File: src/rtl/rr_burst_arbiter_pkg.sv
// Shared types and helpers for the round-robin burst arbiter.
package rr_arb_pkg;

   localparam int unsigned DEF_NUM_REQ   = 4;
   localparam int unsigned DEF_MAX_BURST = 4;
   localparam int unsigned OH_MAX        = 32;

   typedef enum logic {
      IDLE  = 1'b0,
      GRANT = 1'b1
   } state_e;

   // OR of the set bit positions; exact for one-hot or all-zero inputs.
   function automatic int unsigned onehot_to_idx(input logic [OH_MAX-1:0] oh);
      int unsigned r;
      r = 0;
      for (int unsigned i = 0; i < OH_MAX; i++) begin
         if (oh[i[4:0]]) r = r | i;
      end
      return r;
   endfunction

endpackage

File: src/rtl/rr_burst_arbiter_if.sv
// Request/grant bundle between requesters (master) and the arbiter (slave).
interface rr_burst_arbiter_if
   import rr_arb_pkg::*;
#(
   parameter int unsigned NUM_REQ   = DEF_NUM_REQ,
   parameter int unsigned MAX_BURST = DEF_MAX_BURST
);
   localparam int unsigned IDX_W = $clog2(NUM_REQ);
   localparam int unsigned CNT_W = $clog2(MAX_BURST + 1);

   logic [NUM_REQ-1:0] req_i;
   logic [NUM_REQ-1:0] gnt_o;
   logic               gnt_vld_o;
   logic [IDX_W-1:0]   gnt_idx_o;
   logic [CNT_W-1:0]   burst_cnt_o;

   modport master (
      output req_i,
      input  gnt_o,
      input  gnt_vld_o,
      input  gnt_idx_o,
      input  burst_cnt_o
   );

   modport slave (
      input  req_i,
      output gnt_o,
      output gnt_vld_o,
      output gnt_idx_o,
      output burst_cnt_o
   );

endinterface

File: src/rtl/rr_burst_arbiter_pick.sv
// Combinational rotating-priority picker: first set, non-excluded req bit
// scanning upward from start with wrap.
module rr_pick
   import rr_arb_pkg::*;
#(
   parameter int unsigned NUM_REQ = DEF_NUM_REQ,
   localparam int unsigned IDX_W  = $clog2(NUM_REQ)
) (
   input  logic [NUM_REQ-1:0] req,
   input  logic [IDX_W-1:0]   start,
   input  logic [NUM_REQ-1:0] excl,
   output logic               found,
   output logic [NUM_REQ-1:0] onehot,
   output logic [IDX_W-1:0]   idx
);

   always_comb begin
      found  = 1'b0;
      onehot = '0;
      for (int unsigned off = 0; off < NUM_REQ; off++) begin
         int unsigned      pos;
         logic [IDX_W-1:0] p;
         pos = int'(start) + off;
         if (pos >= NUM_REQ) pos = pos - NUM_REQ;
         p = IDX_W'(pos);
         if (!found && req[p] && !excl[p]) begin
            found     = 1'b1;
            onehot[p] = 1'b1;
         end
      end
   end

   assign idx = IDX_W'(onehot_to_idx(OH_MAX'(onehot)));

endmodule

File: src/rtl/rr_burst_arbiter.sv
// Round-robin arbiter with bounded bursts; grant, index and burst count are
// registered and change one edge after the requests are sampled.
module rr_burst_arbiter
   import rr_arb_pkg::*;
#(
   parameter int unsigned NUM_REQ   = DEF_NUM_REQ,
   parameter int unsigned MAX_BURST = DEF_MAX_BURST
) (
   input  logic               clk,
   input  logic               reset,
   rr_burst_arbiter_if.slave  bus
);

   localparam int unsigned IDX_W = $clog2(NUM_REQ);
   localparam int unsigned CNT_W = $clog2(MAX_BURST + 1);

   state_e             state_q, state_d;
   logic [NUM_REQ-1:0] gnt_q, gnt_d;
   logic               vld_q, vld_d;
   logic [IDX_W-1:0]   idx_q, idx_d;
   logic [CNT_W-1:0]   cnt_q, cnt_d;
   logic [IDX_W-1:0]   ptr_q, ptr_d;

   logic [NUM_REQ-1:0] cur_oh;
   logic [NUM_REQ-1:0] others_c;
   logic [IDX_W-1:0]   after_idx_c;
   logic [IDX_W-1:0]   pick_start;
   logic [NUM_REQ-1:0] pick_excl;
   logic               pick_found;
   logic [NUM_REQ-1:0] pick_oh;
   logic [IDX_W-1:0]   pick_idx;

   assign cur_oh      = NUM_REQ'(1) << idx_q;
   assign others_c    = bus.req_i & ~cur_oh;
   assign after_idx_c = (idx_q == IDX_W'(NUM_REQ - 1)) ? '0 : idx_q + IDX_W'(1);

   // Idle searches from the pointer; a granted owner hands off starting after itself.
   assign pick_start = (state_q == GRANT) ? after_idx_c : ptr_q;
   assign pick_excl  = (state_q == GRANT) ? cur_oh : '0;

   rr_pick #(.NUM_REQ(NUM_REQ)) u_pick (
      .req    (bus.req_i),
      .start  (pick_start),
      .excl   (pick_excl),
      .found  (pick_found),
      .onehot (pick_oh),
      .idx    (pick_idx)
   );

   always_ff @(posedge clk or negedge reset) begin
      if (!reset) begin
         state_q <= IDLE;
         gnt_q   <= '0;
         vld_q   <= 1'b0;
         idx_q   <= '0;
         cnt_q   <= '0;
         ptr_q   <= '0;
      end else begin
         state_q <= state_d;
         gnt_q   <= gnt_d;
         vld_q   <= vld_d;
         idx_q   <= idx_d;
         cnt_q   <= cnt_d;
         ptr_q   <= ptr_d;
      end
   end

   always_comb begin
      state_d = state_q;
      gnt_d   = gnt_q;
      vld_d   = vld_q;
      idx_d   = idx_q;
      cnt_d   = cnt_q;
      ptr_d   = ptr_q;
      unique case (state_q)
         IDLE: begin
            gnt_d = '0;
            vld_d = 1'b0;
            cnt_d = '0;
            if (pick_found) begin
               state_d = GRANT;
               gnt_d   = pick_oh;
               vld_d   = 1'b1;
               idx_d   = pick_idx;
               cnt_d   = CNT_W'(1);
            end
         end
         GRANT: begin
            if (bus.req_i[idx_q] && (cnt_q < CNT_W'(MAX_BURST) || others_c == '0)) begin
               if (cnt_q < CNT_W'(MAX_BURST)) cnt_d = cnt_q + CNT_W'(1);
            end else if (pick_found) begin
               // Release or forced rotation: hand straight to the next waiter.
               gnt_d = pick_oh;
               idx_d = pick_idx;
               cnt_d = CNT_W'(1);
               ptr_d = after_idx_c;
            end else begin
               state_d = IDLE;
               gnt_d   = '0;
               vld_d   = 1'b0;
               cnt_d   = '0;
               ptr_d   = after_idx_c;
            end
         end
         default: state_d = IDLE;
      endcase
   end

   assign bus.gnt_o       = gnt_q;
   assign bus.gnt_vld_o   = vld_q;
   assign bus.gnt_idx_o   = idx_q;
   assign bus.burst_cnt_o = cnt_q;

endmodule

File: src/flat_wrapper.sv
// flat-port wrapper written by rule: the top's interface ports become plain ports
module rr_burst_arbiter_flat import rr_arb_pkg::*;
#(
   parameter int unsigned NUM_REQ   = DEF_NUM_REQ,
   parameter int unsigned MAX_BURST = DEF_MAX_BURST
)
  (clk, reset, bus_req_i, bus_gnt_o, bus_gnt_vld_o, bus_gnt_idx_o, bus_burst_cnt_o);
  rr_burst_arbiter_if #(.NUM_REQ(NUM_REQ), .MAX_BURST(MAX_BURST)) bus_i ();
  input  logic clk;
  input  logic reset;
  input wire logic [$bits(bus_i.req_i)-1:0] bus_req_i;
  output wire logic [$bits(bus_i.gnt_o)-1:0] bus_gnt_o;
  output wire logic [$bits(bus_i.gnt_vld_o)-1:0] bus_gnt_vld_o;
  output wire logic [$bits(bus_i.gnt_idx_o)-1:0] bus_gnt_idx_o;
  output wire logic [$bits(bus_i.burst_cnt_o)-1:0] bus_burst_cnt_o;
  assign bus_i.req_i = bus_req_i;
  assign bus_gnt_o = bus_i.gnt_o;
  assign bus_gnt_vld_o = bus_i.gnt_vld_o;
  assign bus_gnt_idx_o = bus_i.gnt_idx_o;
  assign bus_burst_cnt_o = bus_i.burst_cnt_o;
  rr_burst_arbiter #(.NUM_REQ(NUM_REQ), .MAX_BURST(MAX_BURST)) u_core (.clk(clk), .reset(reset), .bus(bus_i));
endmodule
File: config.mk
export PLATFORM = sky130hd
export DESIGN_NAME = rr_burst_arbiter_flat
export DESIGN_NICKNAME = d
export VERILOG_FILES = /design/src/rtl/rr_burst_arbiter_pkg.sv /design/src/rtl/rr_burst_arbiter_if.sv /design/src/rtl/rr_burst_arbiter_pick.sv /design/src/rtl/rr_burst_arbiter.sv /design/src/flat_wrapper.sv
export SDC_FILE = /design/constraint.sdc
export NUM_CORES = 1
export LEC_CHECK = 0
export CAP_MARGIN = 30
export CORE_MARGIN = 2
export CORE_UTILIZATION = 46
export CTS_CLUSTER_DIAMETER = 60
export DETAILED_ROUTE_END_ITERATION = 6
export DONT_BUFFER_PORTS = 1
export GPL_ROUTABILITY_DRIVEN = 0
export PLACE_DENSITY = 0.68
export SLEW_MARGIN = 20
export SYNTH_ARGS = -nofsm -noshare
export SYNTH_HDL_FRONTEND = slang
export SYNTH_HIERARCHICAL = 1
export SYNTH_SLANG_ARGS = --single-unit
File: constraint.sdc
create_clock -name clk -period 3.7 [get_ports clk]
set_input_delay 0.555 -clock clk [delete_from_list [all_inputs] [get_ports clk]]
set_output_delay 0.555 -clock clk [all_outputs]
set_load 0.01 [all_outputs]
## After elaboration in Yosys (flattened, before gate mapping)

Index checks and enable logic that the tools add are counted.

| word-level totals | value |
|---|---|
| latch bits | 0 |
| output and inout bits | 10 |
| memories | 0 |
| register bits after elaboration | 13 |
| memory bits (read-only) | 0 |
| bits in writable memories | 0 |

| operators by class | value |
|---|---|
| multiplexer cells | 60 |
| multipliers | 0 |
| equality and inequality tests | 4 |
| bitwise gates (word level) | 7 |
| reduce and logical (&&, ||, !) cells | 23 |
| $add $sub $neg | 9 |
| divide/modulo/power cells | 0 |
| shifts and indexed selects | 1 |
| order comparisons | 14 |

Operator list:

| operator | count |
|---|---|
| two-way mux 4 bit | 7 |
| two-way mux 1 bit | 23 |
| two-way mux 2 bit | 10 |
| binary-select mux 1 bit (select 2 bit) | 9 |
| < comparator 2 x 3 -> 1 bit (second input constant) | 5 |
| logical AND 1 bit | 12 |
| OR 4 bit | 3 |
| >= comparator 3 bit (second input constant) | 3 |
| demux 1 bit (select 2 bit) | 4 |
| >= comparator 2 x 1 -> 1 bit (second input constant) | 4 |
| case mux 4 bit (2 select lines) | 1 |
| subtractor 2 x 1 -> 2 bit (second input constant) | 4 |
| logical NOT 1 bit | 7 |
| adder 2 x 2 -> 3 bit (second input constant) | 2 |
| two-way mux 3 bit | 2 |
| case mux 3 bit (2 select lines) | 1 |
| AND 4 bit | 1 |
| logical NOT 4 bit | 1 |
| inequality test 2 bit (second input constant) | 2 |
| NOT 4 bit | 1 |
| case mux 1 bit (2 select lines) | 2 |
| case mux 2 bit (2 select lines) | 1 |
| AND reduction 2 bit | 2 |
| left shift 1 x 2 -> 4 bit (first input constant) | 1 |
| 9 further kinds | 10 |

## Depth between registers and ports, before layout

Gate-level depths: netlist (run 1).

| logic depth | value |
|---|---|
| word-level depth | 28 |
| gate-level depth with buffers | 12 |

## By module

The synthesis (run 1) kept the hierarchy.

Modules (own cells, without submodules):

| module | cells each | sequential area each (sq um) | times used | area each (sq um) |
|---|---|---|---|---|
| rr_burst_arbiter | 63 | 325.3 | 1 | 729.4 |
| rr_pick | 60 | 0.0 | 1 | 440.4 |

## Worst setup path before layout (run 1)

OpenSTA, ideal clock, no wires.

| timing path | value |
|---|---|
| kind | register -> register |
| from | register u_core.idx_q[0], in the netlist u_core/bus.gnt_idx_o[0] |
| to | register u_core.idx_q[1], in the netlist u_core/bus.gnt_idx_o[1] |
| library setup time | 0.128 ns |
| arrival | 2.797 ns |
| clock period less this slack | 2.925 ns |
| path buffers | 0 |
| data required time | 3.572 ns |
| cell stages (with the launch flop) | 11 |
| setup slack | 0.775 ns |
| path through | dfrtp_1 > ha_1 > nor2_1 > mux2_2 > inv_1 > ha_1 > mux4_2 > o311a_4 > o21ai_0 > nand4_1 > mux2_1 |

| between the ends | value |
|---|---|
| longest elaborated chain between the ends | 27 |
| elaborated cells on any way between the ends | 95 |
| classes of those cells | add/sub (8); order compare (12); eq/ne (2); shift (1); mux (46); bitwise (5); reduce/logical (21) |

RTL lines:

| item | RTL line | RTL |
|---|---|---|
| start: declaration | rr_burst_arbiter.sv:20 | `logic [IDX_W-1:0] idx_q, idx_d;` |
| start signal: assignment | rr_burst_arbiter.sv:62 | `idx_q <= idx_d;` |
| adder 2 x 1 -> 2 bit / equality test 2 bit (equally long branches) | rr_burst_arbiter.sv:35 | `assign after_idx_c = (idx_q == IDX_W'(NUM_REQ - 1)) ? '0 : idx_q + IDX_W'(1);` |
| two-way mux 2 bit (*) | rr_burst_arbiter.sv:35 |  |
| two-way mux 2 bit (*) | rr_burst_arbiter.sv:38 | `assign pick_start = (state_q == GRANT) ? after_idx_c : ptr_q;` |
| via u_core.pick_start[0] | rr_burst_arbiter.sv:27 | `logic [IDX_W-1:0] pick_start;` |
| parallel branches: the longest is 18 deep, another holds adder 2 x 1 -> 3 bit | n/a |  |
| two-way mux 4 bit (*) | rr_burst_arbiter_pick.sv:26 | `if (!found && req[p] && !excl[p]) begin` |
| two-way mux 2 bit | rr_burst_arbiter_pkg.sv:18 | `if (oh[i[4:0]]) r = r \| i;` |
| two-way mux 2 bit (*) | rr_burst_arbiter_pkg.sv:18 |  |
| via u_core.pick_idx[1] | rr_burst_arbiter.sv:31 | `logic [IDX_W-1:0] pick_idx;` |
| two-way mux 2 bit (*) | rr_burst_arbiter.sv:80, rr_burst_arbiter.sv:91 |  |
| two-way mux 2 bit | rr_burst_arbiter.sv:89 | `if (bus.req_i[idx_q] && (cnt_q < CNT_W'(MAX_BURST) \|\| others_c == '0)) begin` |
| case mux 2 bit (2 select lines) (*) | rr_burst_arbiter.sv:75 | `unique case (state_q)` |

Mark *: on every way through the listed nets, which the timed path passes. The select of a mux whose other input is x is not followed.
A chain may end at the register's enable or synchronous reset.

## Worst setup path after layout (run 1)

| timing path | value |
|---|---|
| from | register u_core.idx_q[0], in the netlist u_core/bus.gnt_idx_o[0] |
| to | register u_core.gnt_q[0], in the netlist u_core/bus.gnt_o[0] |

| between the ends | value |
|---|---|
| longest elaborated chain between the ends | 25 |
| elaborated cells on any way between the ends | 93 |
| classes of those cells | add/sub (8); order compare (12); eq/ne (2); shift (1); mux (44); bitwise (5); reduce/logical (21) |

RTL lines:

| item | RTL line | RTL |
|---|---|---|
| adder 2 x 1 -> 2 bit / equality test 2 bit (equally long branches) | rr_burst_arbiter.sv:35 |  |
| two-way mux 2 bit (*) | rr_burst_arbiter.sv:35 |  |
| two-way mux 2 bit (*) | rr_burst_arbiter.sv:38 |  |
| via u_core.pick_start[0] | rr_burst_arbiter.sv:27 |  |
| parallel branches: the longest is 18 deep, another holds adder 2 x 1 -> 3 bit | n/a |  |
| two-way mux 4 bit (*) | rr_burst_arbiter_pick.sv:26 |  |
| via u_core.pick_oh[0] | rr_burst_arbiter.sv:30 | `logic [NUM_REQ-1:0] pick_oh;` |
| two-way mux 4 bit (*) | rr_burst_arbiter.sv:80, rr_burst_arbiter.sv:91 |  |
| two-way mux 4 bit | rr_burst_arbiter.sv:89 |  |
| case mux 4 bit (2 select lines) (*) | rr_burst_arbiter.sv:75 |  |
| end signal: assignment | rr_burst_arbiter.sv:60 | `gnt_q <= gnt_d;` |
| end: declaration | rr_burst_arbiter.sv:18 | `logic [NUM_REQ-1:0] gnt_q, gnt_d;` |

Marks and branches as above.

==> impl_metrics.env, run 1 <==
export IMPL_worst_setup_path_start_kind="flip-flop"
export IMPL_yosysSeqAreaShare_pct=27.8
export IMPL_cap_violations=0
export IMPL_ios=16
export IMPL_start_util_pct=48.1
export IMPL_worstSkewPairLatency_ps=260
export IMPL_synth_edf_count=0
export IMPL_drc=0
export IMPL_hold_class="reg2reg"
export IMPL_numCtsBuffers=3
export IMPL_fin_nets=145
export IMPL_skew_ps=4.53
export IMPL_diodes=0
export IMPL_worst_pin_slew_ps=550
export IMPL_grt_pass1_vias=851
export IMPL_end_kind="flip-flop"
export IMPL_cts_sinks=13
export IMPL_syn_inst=123
export IMPL_grt_usage_pct=16.7
export IMPL_io_buffer_count=0
export IMPL_fin_crit_sh_pct=89.3
export IMPL_drt_initial_drc_count=31
export IMPL_r2r_slack_ps=400
export IMPL_drtAntennaViolNets=0
export IMPL_rows=18
export IMPL_crit_arrival_ps=3450
export IMPL_setup_viol=0
export IMPL_overflow=0
export IMPL_slew_headroom_pct=63.2
export IMPL_vias=915
export IMPL_drv_slew=0
export IMPL_core_area_mm2=0.00243
export IMPL_synth_common_cells="nand2_1, dfrtp_1, ha_1, inv_1, nor2_1"
export IMPL_clock_root_buffer="clkbuf_4"
export IMPL_dieWidth_um=54.4
export IMPL_ys_async_sr_fraction_pct=100
export IMPL_min_period_ps=3300
export IMPL_syn_avg_cell_area_um2=9.51
export IMPL_path_max_fanout=10
export IMPL_yosysMostFrequentCell="nand2_1"
export IMPL_synthXorXnorAreaFrac_pct=0.749
export IMPL_antenna_found_initial=0
export IMPL_yosys_area_share_adder_pct=11.8
export IMPL_cts_tree="yes"
export IMPL_grt_pass1_wl_um=3690
export IMPL_syn_cell_area_mm2=0.00117
export IMPL_synth_compound_area_share_pct=15.3
export IMPL_clockBufferDepth=2
export IMPL_synthSimpleGateAreaFrac_pct=25.3
export IMPL_dp_cells=152
export IMPL_synth_top_area_share_pct=27.8
export IMPL_area_delta_synth_final_pct=5.99
export IMPL_hold_viol=0
export IMPL_grt_max_degree=14
export IMPL_cts_htree_levels=1
export IMPL_setup_tns_ps=0
export IMPL_setup_worst_path_class="reg2reg"
export IMPL_outcome="finished, final reports clean"
export IMPL_detail_route_wl_per_cell_um=14.8
export IMPL_via_per_inst=5.83
export IMPL_synth_top_cell_by_area="dfrtp_1"
export IMPL_synth_main_ff_cell="dfrtp_1"
export IMPL_yosys_warnings=6
export IMPL_yosysUniqueCellTypes=36
export IMPL_fin_cells=157
export IMPL_routed_wl_um=2330
export IMPL_dp_hpwl_um=1870
export IMPL_nFillCells=224
export IMPL_dieHeight_um=54.4
export IMPL_cp_data_required_time_ps=3840
export IMPL_yosys_register_bits=13
export IMPL_synth_top_family_by_area="simple AND/OR/NAND/NOR gates"
export IMPL_max_freq_mhz=303
export IMPL_drive_above_1_share_pct=12.6
export IMPL_ys_top_cells_by_area="dfrtp_1, ha_1, mux4_2"
export IMPL_clk_pin_slew_ps=80
export IMPL_rsz0062_at_grt="false"
export IMPL_first_pass_iters=4
export IMPL_synth_mux_area_share_pct=15.8
export IMPL_post_cts_repair_setup_buffers=0
export IMPL_die_area_mm2=0.00296
export IMPL_synth_nets=140
==> state kept, by name (all words and copies together), names as in the netlist <==
| register | cells |
|---|---|
| u_core/bus.gnt_o | 4 |
| u_core/bus.burst_cnt_o | 3 |
| u_core/bus.gnt_idx_o | 2 |
| u_core/ptr_q | 2 |
| u_core/bus.gnt_vld_o | 1 |
| u_core/state_q | 1 |
==> worst max-delay path, cell delays in order, from the launching register on <==
cell and delay [ps]:
dfrtp_1 500, ha_1 280, nor2_1 110, mux2_2 300, inv_1 150, ha_1 430
mux4_2 590, o311a_4 180, a222oi_1 410, nand2_1 90, nand2_1 70, mux2i_1 70
==> metal layers <==
metal	GRT usage (%)	wire length, um
met1	22.9	995
met4	4.17	11
met2	26.5	1130
met5	0	0
met3	3.55	188
==> cell type report <==
type	count	area, um^2	area share (%)
Tap cell	30	37.5	3.03
Sequential cell	13	325	26.2
Clock buffer	4	26.3	2.12
Inverter	9	33.8	2.72
Multi-Input combinational cell	100	807	65.1
Timing Repair Buffer	1	10.0	0.807
==> what timing repair did <==
item                                   4_1_cts  5_1_grt
endpoints found under the hold margin       13        0
gates resized for setup                      0        0
hold buffers                                 1        0
==> placed cells by master, fill, tap and decap left out, types with 4 or more instances in the layout <==
master / instances
nor2b_1: 6
mux2i_1: 5
and2_1: 4
ha_1: 11
nor3_1: 6
dfrtp_1: 13
inv_1: 9
nand2_1: 17
mux2_1: 4
nor2_1: 7
==> metrics by stage <==
step / instance area, um^2 / hold WS, ps / worst slack, ps / utilization (%)
2_1_floorplan: 1170 / 259 / 775 / -
3_3_place_gp: 1200 / 260 / 607 / 49.5
3_5_place_dp: 1200 / 260 / 445 / 49.5
4_1_cts: 1240 / 500 / 415 / 51.0
5_1_grt: 1240 / 528 / 185 / 51.0
6_report: 1240 / 494 / 397 / 51.0
==> path summary, 6_finish.rpt <==
| kind | start | end | cells after the start |
|---|---|---|---|
| max reg2reg | u_core/bus.gnt_idx_o[0]$_DFFE_PN0P_ | u_core/bus.gnt_o[0]$_DFFE_PN0P_ | 11 |
| min in group asynchronous | reset | u_core/bus.burst_cnt_o[1]$_DFFE_PN0P_ | 1 |
| max | u_core/bus.gnt_idx_o[0]$_DFFE_PN0P_ | u_core/bus.gnt_o[0]$_DFFE_PN0P_ | 11 |
| max in group asynchronous | reset | u_core/ptr_q[1]$_DFFE_PN0P_ | 1 |
| min | u_core/ptr_q[0]$_DFFE_PN0P_ | u_core/ptr_q[0]$_DFFE_PN0P_ | 1 |
| min reg2reg | u_core/ptr_q[0]$_DFFE_PN0P_ | u_core/ptr_q[0]$_DFFE_PN0P_ | 1 |
==> cell families (layout without fill, tap and decap cells) <==
group | Yosys count | count (layout)
AND/OR/NAND/NOR | 55 | 55
AO/OA/AOI/OAI | 19 | 19
buffers and inverters | 10 | 14
flip-flops | 13 | 13
adder cells (fa/ha/maj) | 11 | 11
multiplexers | 14 | 14
XOR/XNOR | 1 | 1
Power of run 1 is left out: the tool's default activity adds up to more than one toggle a clock period on the data nets, which glitch-free logic cannot reach.
==> inputs of run 2 (changes only) <==
- SYNTH_HIERARCHICAL: 1 -> not set
==> run 2 against run 1 <==
Against the previous run:
- sequential share of layout area up 0.46 points
- critical path type unchanged
- clock skew shrank 4.2 ps
- via count is 5.6% higher
- count of clock-buffer cells in the layout unchanged
- first-iteration DRC count down 32%
- flip-flop and latch count is the same
- design area shrank 1.7%
- wire length increased by 8.5%
- global-route usage increased by 2.7 points
- setup slack improved by 260 ps
- area after synthesis fell by 0.86%
- core utilization shrank 0.87 points
==> impl_metrics.env, run 2 <==
export IMPL_drive_above_1_share_pct=11.5
export IMPL_worst_setup_path_start_kind="flip-flop"
export IMPL_synth_top_area_share_pct=28.0
export IMPL_rows=18
export IMPL_yosysUniqueCellTypes=40
export IMPL_path_max_fanout=6
export IMPL_skew_ps=0.345
export IMPL_cts_resized=0
export IMPL_nFillCells=241
export IMPL_detail_route_wl_per_cell_um=15.7
export IMPL_cp_cell_sequence="inv_1, ha_1, mux2i_1, ha_1, a211oi_1, a211oi_1, a221oi_1, a2bb2oi_1, a31oi_1"
export IMPL_slew_headroom_pct=59.5
export IMPL_yosys_warnings=0
export IMPL_first_pass_iters=4
export IMPL_routed_wl_um=2530
export IMPL_cap_violations=0
export IMPL_synth_edf_count=0
export IMPL_hold_worst_slack_ps=529
export IMPL_synth_top_cell_by_area="dfrtp_1"
export IMPL_diodes=0
export IMPL_drc=0
export IMPL_clockBufferDepth=2
export IMPL_worst_pin_slew_ps=606
export IMPL_max_stage_delay_ps=510
export IMPL_seq_area_um2=325
export IMPL_synth_common_cells="dfrtp_1, ha_1, nand2_1, nor2_1"
export IMPL_synth_nets=145
export IMPL_vias=966
export IMPL_die_area_mm2=0.00294
export IMPL_final_cell_mix="dfrtp_1, ha_1, nor2_1, nand2_1"
export IMPL_crit_arrival_ps=3190
export IMPL_rsz0062_at_grt="false"
export IMPL_cts_htree_levels=1
export IMPL_io_buffer_count=0
export IMPL_ios=16
export IMPL_syn_cell_area_mm2=0.00116
export IMPL_grt_pass1_wl_um=4150
export IMPL_max_freq_mhz=328
export IMPL_grt_max_degree=14
export IMPL_fin_nets=150
export IMPL_drv_slew=0
export IMPL_setup_worst_path_class="reg2reg"
export IMPL_largest_reg_flops=4
export IMPL_min_period_ps=3050
export IMPL_crit_path_top_delay_cell="dfrtp_1"
export IMPL_multiInputGateArea_um2=777
export IMPL_yosysSeqAreaShare_pct=28.0
export IMPL_overflow=0
export IMPL_grt_usage_pct=19.4
export IMPL_yosys_register_bits=13
export IMPL_worstSkewPairLatency_ps=270
export IMPL_dieWidth_um=54.2
export IMPL_synth_main_ff_cell="dfrtp_1"
export IMPL_syn_avg_cell_area_um2=9.13
export IMPL_ys_top_cells_by_area="dfrtp_1, ha_1, mux2i_1"
export IMPL_grt_pass1_vias=898
export IMPL_via_per_inst=6.00
export IMPL_antenna_found_initial=0
export IMPL_mostFrequentLayoutCell="dfrtp_1"
export IMPL_ys_async_sr_fraction_pct=100
export IMPL_start_util_pct=47.7
export IMPL_yosysMostFrequentCell="dfrtp_1"
export IMPL_syn_inst=127
export IMPL_core_area_mm2=0.00243
export IMPL_fin_crit_sh_pct=82.3
export IMPL_drt_initial_drc_count=21
export IMPL_outcome="finished, final reports clean"
export IMPL_cts_tree="yes"
export IMPL_clock_root_buffer="clkbuf_4"
export IMPL_setup_tns_ps=0
export IMPL_setup_viol=0
export IMPL_cts_sinks=13
export IMPL_hold_class="reg2reg"
export IMPL_cp_data_required_time_ps=3850
export IMPL_dp_hpwl_um=1940
export IMPL_numCtsBuffers=3
export IMPL_crit_family="compound AO/OA/AOI/OAI gates"
export IMPL_dieHeight_um=54.2
export IMPL_area_delta_synth_final_pct=5.07
export IMPL_critPathBufInv=1
export IMPL_end_kind="flip-flop"
export IMPL_drtAntennaViolNets=0
export IMPL_clk_pin_slew_ps=80
export IMPL_hold_viol=0
-- run 2: path summary, 6_finish.rpt --
path | slack (ps) | depth (start not counted) | endpoint | startpoint
worst max-delay path | 650 | 9 | u_core.bus.gnt_idx_o[1]$_DFFE_PN0P_ | u_core.bus.gnt_idx_o[1]$_DFFE_PN0P_
worst max register to register | 650 | 9 | u_core.bus.gnt_idx_o[1]$_DFFE_PN0P_ | u_core.bus.gnt_idx_o[1]$_DFFE_PN0P_
worst min register to register | 530 | 2 | u_core.ptr_q[1]$_DFFE_PN0P_ | u_core.ptr_q[1]$_DFFE_PN0P_
max in group asynchronous | 2610 | 1 | u_core.bus.gnt_o[0]$_DFFE_PN0P_ | reset
min in group asynchronous | 710 | 1 | u_core.bus.gnt_o[3]$_DFFE_PN0P_ | reset
worst min-delay path | 530 | 2 | u_core.ptr_q[1]$_DFFE_PN0P_ | u_core.ptr_q[1]$_DFFE_PN0P_
-- run 2: cell families (layout without fill, tap and decap cells) --
logic type	count (synthesis)	count (layout)	synth area share (%)
xor gates and xnor gates	1	1	0.755
buffers and inverters	11	15	4.96
AOI/OAI and AO/OA	41	41	24.8
adders and majority gates	12	12	12.9
and+or+nand+nor	41	41	20.1
DFF	13	13	28.0
muxes	8	8	8.41
-- run 2: repair_timing --
item / in CTS / in global routing
hold buffers: 1 / 0
setup endpoints to repair: 0 / 0
buffers inserted: 0 / 0
endpoints found under the hold margin: 13 / 0
-- run 2: routing by layer --
metal / GRT usage [%] / vias to the layer above / share of wire [%]
li1: - / 474 / -
met1: 27.1 / 465 / 48
met2: 30.1 / 23 / 46
met3: 4.92 / 4 / 5.0
met4: 4.17 / 0 / 1.1
met5: 0 / - / 0
-- run 2: worst register-to-register path, delay by kind of cell, from the launching register on --
| family | cells | cell delay [ps] |
|---|---|---|
| AO/OA/AOI/OAI | 5 | 1290 |
| adder cells (fa/ha/maj) | 2 | 650 |
| buffers and inverters | 1 | 110 |
| flip-flops | 1 | 510 |
| multiplexers | 1 | 370 |
-- run 2: layout make-up --
type	instances	area share (%)
clock buffer	4	2.16
multi-input combinational	103	63.8
sequential	13	26.7
inverter	9	2.87
tap	30	3.08
timing repair buffer	2	1.44
-- run 2: per-stage QoR --
| step | setup slack [ps] | instance area, um^2 | util (%) | instances |
|---|---|---|---|---|
| floorplan | 1050 | 1160 | - | 127 |
| global placement | 888 | 1180 | 48.6 | 156 |
| detailed placement | 723 | 1180 | 48.6 | 156 |
| CTS | 686 | 1220 | 50.1 | 161 |
| global route | 342 | 1220 | 50.1 | 161 |
| finish | 654 | 1220 | 50.1 | 161 |
Power of run 2 is left out for the same reason.
==> inputs of run 3 (changes only) <==
- PLACE_DENSITY: 0.68 -> 0.7
- clock period: 3.7 -> 2.8 ns (I/O delays scaled with it)
==> run 3 against run 2 <==
Against the previous run:
- fmax increased by 20%
- setup slack got worse by 400 ps
- final cell count increased by 1.9%
- critical path depth unchanged
- flip-flop and latch count unchanged
- clock skew increased by 1.8 ps
- critical path type unchanged
- critical endpoint is now u_core.bus.gnt_idx_o[0]$_DFFE_PN0P_
==> impl_metrics.env, run 3 (synthesis gave the netlist of run 2 again) <==
export IMPL_rsz0062_at_grt="false"
export IMPL_area_delta_synth_final_pct=7.34
export IMPL_worst_pin_slew_ps=575
export IMPL_first_pass_iters=4
export IMPL_drv_slew=0
export IMPL_ios=16
export IMPL_drive_above_1_share_pct=14.9
export IMPL_post_route_util_pct=51.2
export IMPL_setup_worst_path_class="reg2reg"
export IMPL_final_cell_mix="ha_1, dfrtp_1, nand2_1"
export IMPL_start_util_pct=47.7
export IMPL_r2r_slack_ps=250
export IMPL_io_buffer_count=0
export IMPL_dieHeight_um=54.2
export IMPL_cts_htree_levels=1
export IMPL_via_per_inst=5.88
export IMPL_skew_ps=2.14
export IMPL_fin_nets=153
export IMPL_overflow=0
export IMPL_grt_pass1_wl_um=4270
export IMPL_fin_cells=164
export IMPL_cp_cell_sequence="inv_1, ha_1, mux2i_1, ha_1, a211oi_1, a211oi_1, a221oi_1, a2bb2oi_1, a31oi_1"
export IMPL_max_stage_delay_ps=360
export IMPL_drtAntennaViolNets=0
export IMPL_crit_path_top_delay_cell="dfrtp_1"
export IMPL_max_freq_mhz=392
export IMPL_dp_cells=159
export IMPL_drt_initial_drc_count=21
export IMPL_cap_violations=0
export IMPL_setup_viol=0
export IMPL_grt_pass1_vias=962
export IMPL_numCtsBuffers=3
export IMPL_hold_path_end="u_core.bus.burst_cnt_o[1]$_DFFE_PN0P_"
export IMPL_cts_tree="yes"
export IMPL_antenna_found_initial=0
export IMPL_reg2reg_to="u_core.bus.gnt_idx_o[0]$_DFFE_PN0P_"
export IMPL_worst_setup_path_start_kind="flip-flop"
export IMPL_dp_hpwl_um=2050
export IMPL_clockBufferDepth=2
export IMPL_diodes=0
export IMPL_r2r_start="u_core.bus.gnt_idx_o[0]$_DFFE_PN0P_"
export IMPL_dieWidth_um=54.2
export IMPL_min_period_ps=2550
export IMPL_grt_max_degree=14
export IMPL_worstSkewPairLatency_ps=270
export IMPL_worst_r2r_cell_count=9
export IMPL_fin_crit_sh_pct=91.0
export IMPL_end_kind="flip-flop"
export IMPL_detail_route_wl_per_cell_um=15.8
export IMPL_vias=965
export IMPL_holdCritStartpoint="bus_req_i[3]"
export IMPL_die_area_mm2=0.00294
export IMPL_crit_arrival_ps=2700
export IMPL_whs_path_depth=4
export IMPL_largest_reg_flops=4
export IMPL_post_cts_repair_setup_buffers=0
export IMPL_nFillCells=243
export IMPL_path_max_fanout=4
export IMPL_drc=0
export IMPL_grt_usage_pct=19.9
export IMPL_rows=18
export IMPL_routed_wl_um=2600
export IMPL_clk_pin_slew_ps=80
export IMPL_place_area_mm2=0.00120
export IMPL_hold_viol=0
export IMPL_cp_data_required_time_ps=2950
export IMPL_finalInstanceArea_mm2=0.00124
export IMPL_slew_headroom_pct=61.5
export IMPL_cts_sinks=13
export IMPL_core_area_mm2=0.00243
export IMPL_outcome="finished, final reports clean"
export IMPL_setup_tns_ps=0
export IMPL_hold_class="in2reg"
export IMPL_clock_root_buffer="clkbuf_4"
-- run 3: metal layers --
metal | vias up | global-route usage [%] | wire length (um)
li1 | 478 | - | -
met1 | 471 | 25.3 | 1200
met2 | 14 | 34.5 | 1290
met3 | 2 | 4.64 | 91
met4 | 0 | 3.33 | 12
met5 | - | 0 | 0
-- run 3: worst max path at each step --
stage          depth (start not counted)                                   to                           startpoint  slack, ps
2_1_floorplan                         11  u_core.bus.gnt_idx_o[1]$_DFFE_PN0P_  u_core.bus.gnt_idx_o[0]$_DFFE_PN0P_        150
3_3_place_gp                           9  u_core.bus.gnt_idx_o[0]$_DFFE_PN0P_             u_core.state_q$_DFF_PN0_        220
3_5_place_dp                           9  u_core.bus.gnt_idx_o[0]$_DFFE_PN0P_             u_core.state_q$_DFF_PN0_        210
4_1_cts                                8  u_core.bus.gnt_idx_o[0]$_DFFE_PN0P_             u_core.state_q$_DFF_PN0_        190
5_1_grt                                9      u_core.bus.gnt_o[2]$_DFFE_PN0P_  u_core.bus.gnt_idx_o[0]$_DFFE_PN0P_         30
6_report                               9  u_core.bus.gnt_idx_o[0]$_DFFE_PN0P_  u_core.bus.gnt_idx_o[0]$_DFFE_PN0P_        250
-- run 3: worst max-delay path, delay by kind of cell (launching register included) --
| kind | cells | cell delay, ps |
|---|---|---|
| DFF | 1 | 360 |
| muxes | 1 | 210 |
| AOI/OAI and AO/OA | 5 | 1180 |
| adders and majority gates | 2 | 600 |
| buffers and inverters | 1 | 70 |
-- run 3: repair_timing --
action                                  in CTS  in global routing
endpoints found under the setup margin       0                  4
gates resized for setup                      0                  2
endpoints found under the hold margin       13                  0
hold buffers                                 1                  0
-- run 3: area by class of cell --
type | instances | area, um^2 | share of cell area, %
Multi-Input combinational cell | 103 | 779 | 62.6
Tap cell | 30 | 37.5 | 3.02
Clock buffer | 4 | 26.3 | 2.11
Inverter | 9 | 35.0 | 2.81
Timing Repair Buffer | 5 | 40.0 | 3.22
Sequential cell | 13 | 327 | 26.2
-- run 3: stage by stage --
stage	hold slack, ps	worst slack (ps)
2_1_floorplan	124	146
3_3_place_gp	125	224
6_report	532	252
5_1_grt	559	26.6
3_5_place_dp	125	209
4_1_cts	532	191
Power of run 3 is left out for the same reason.
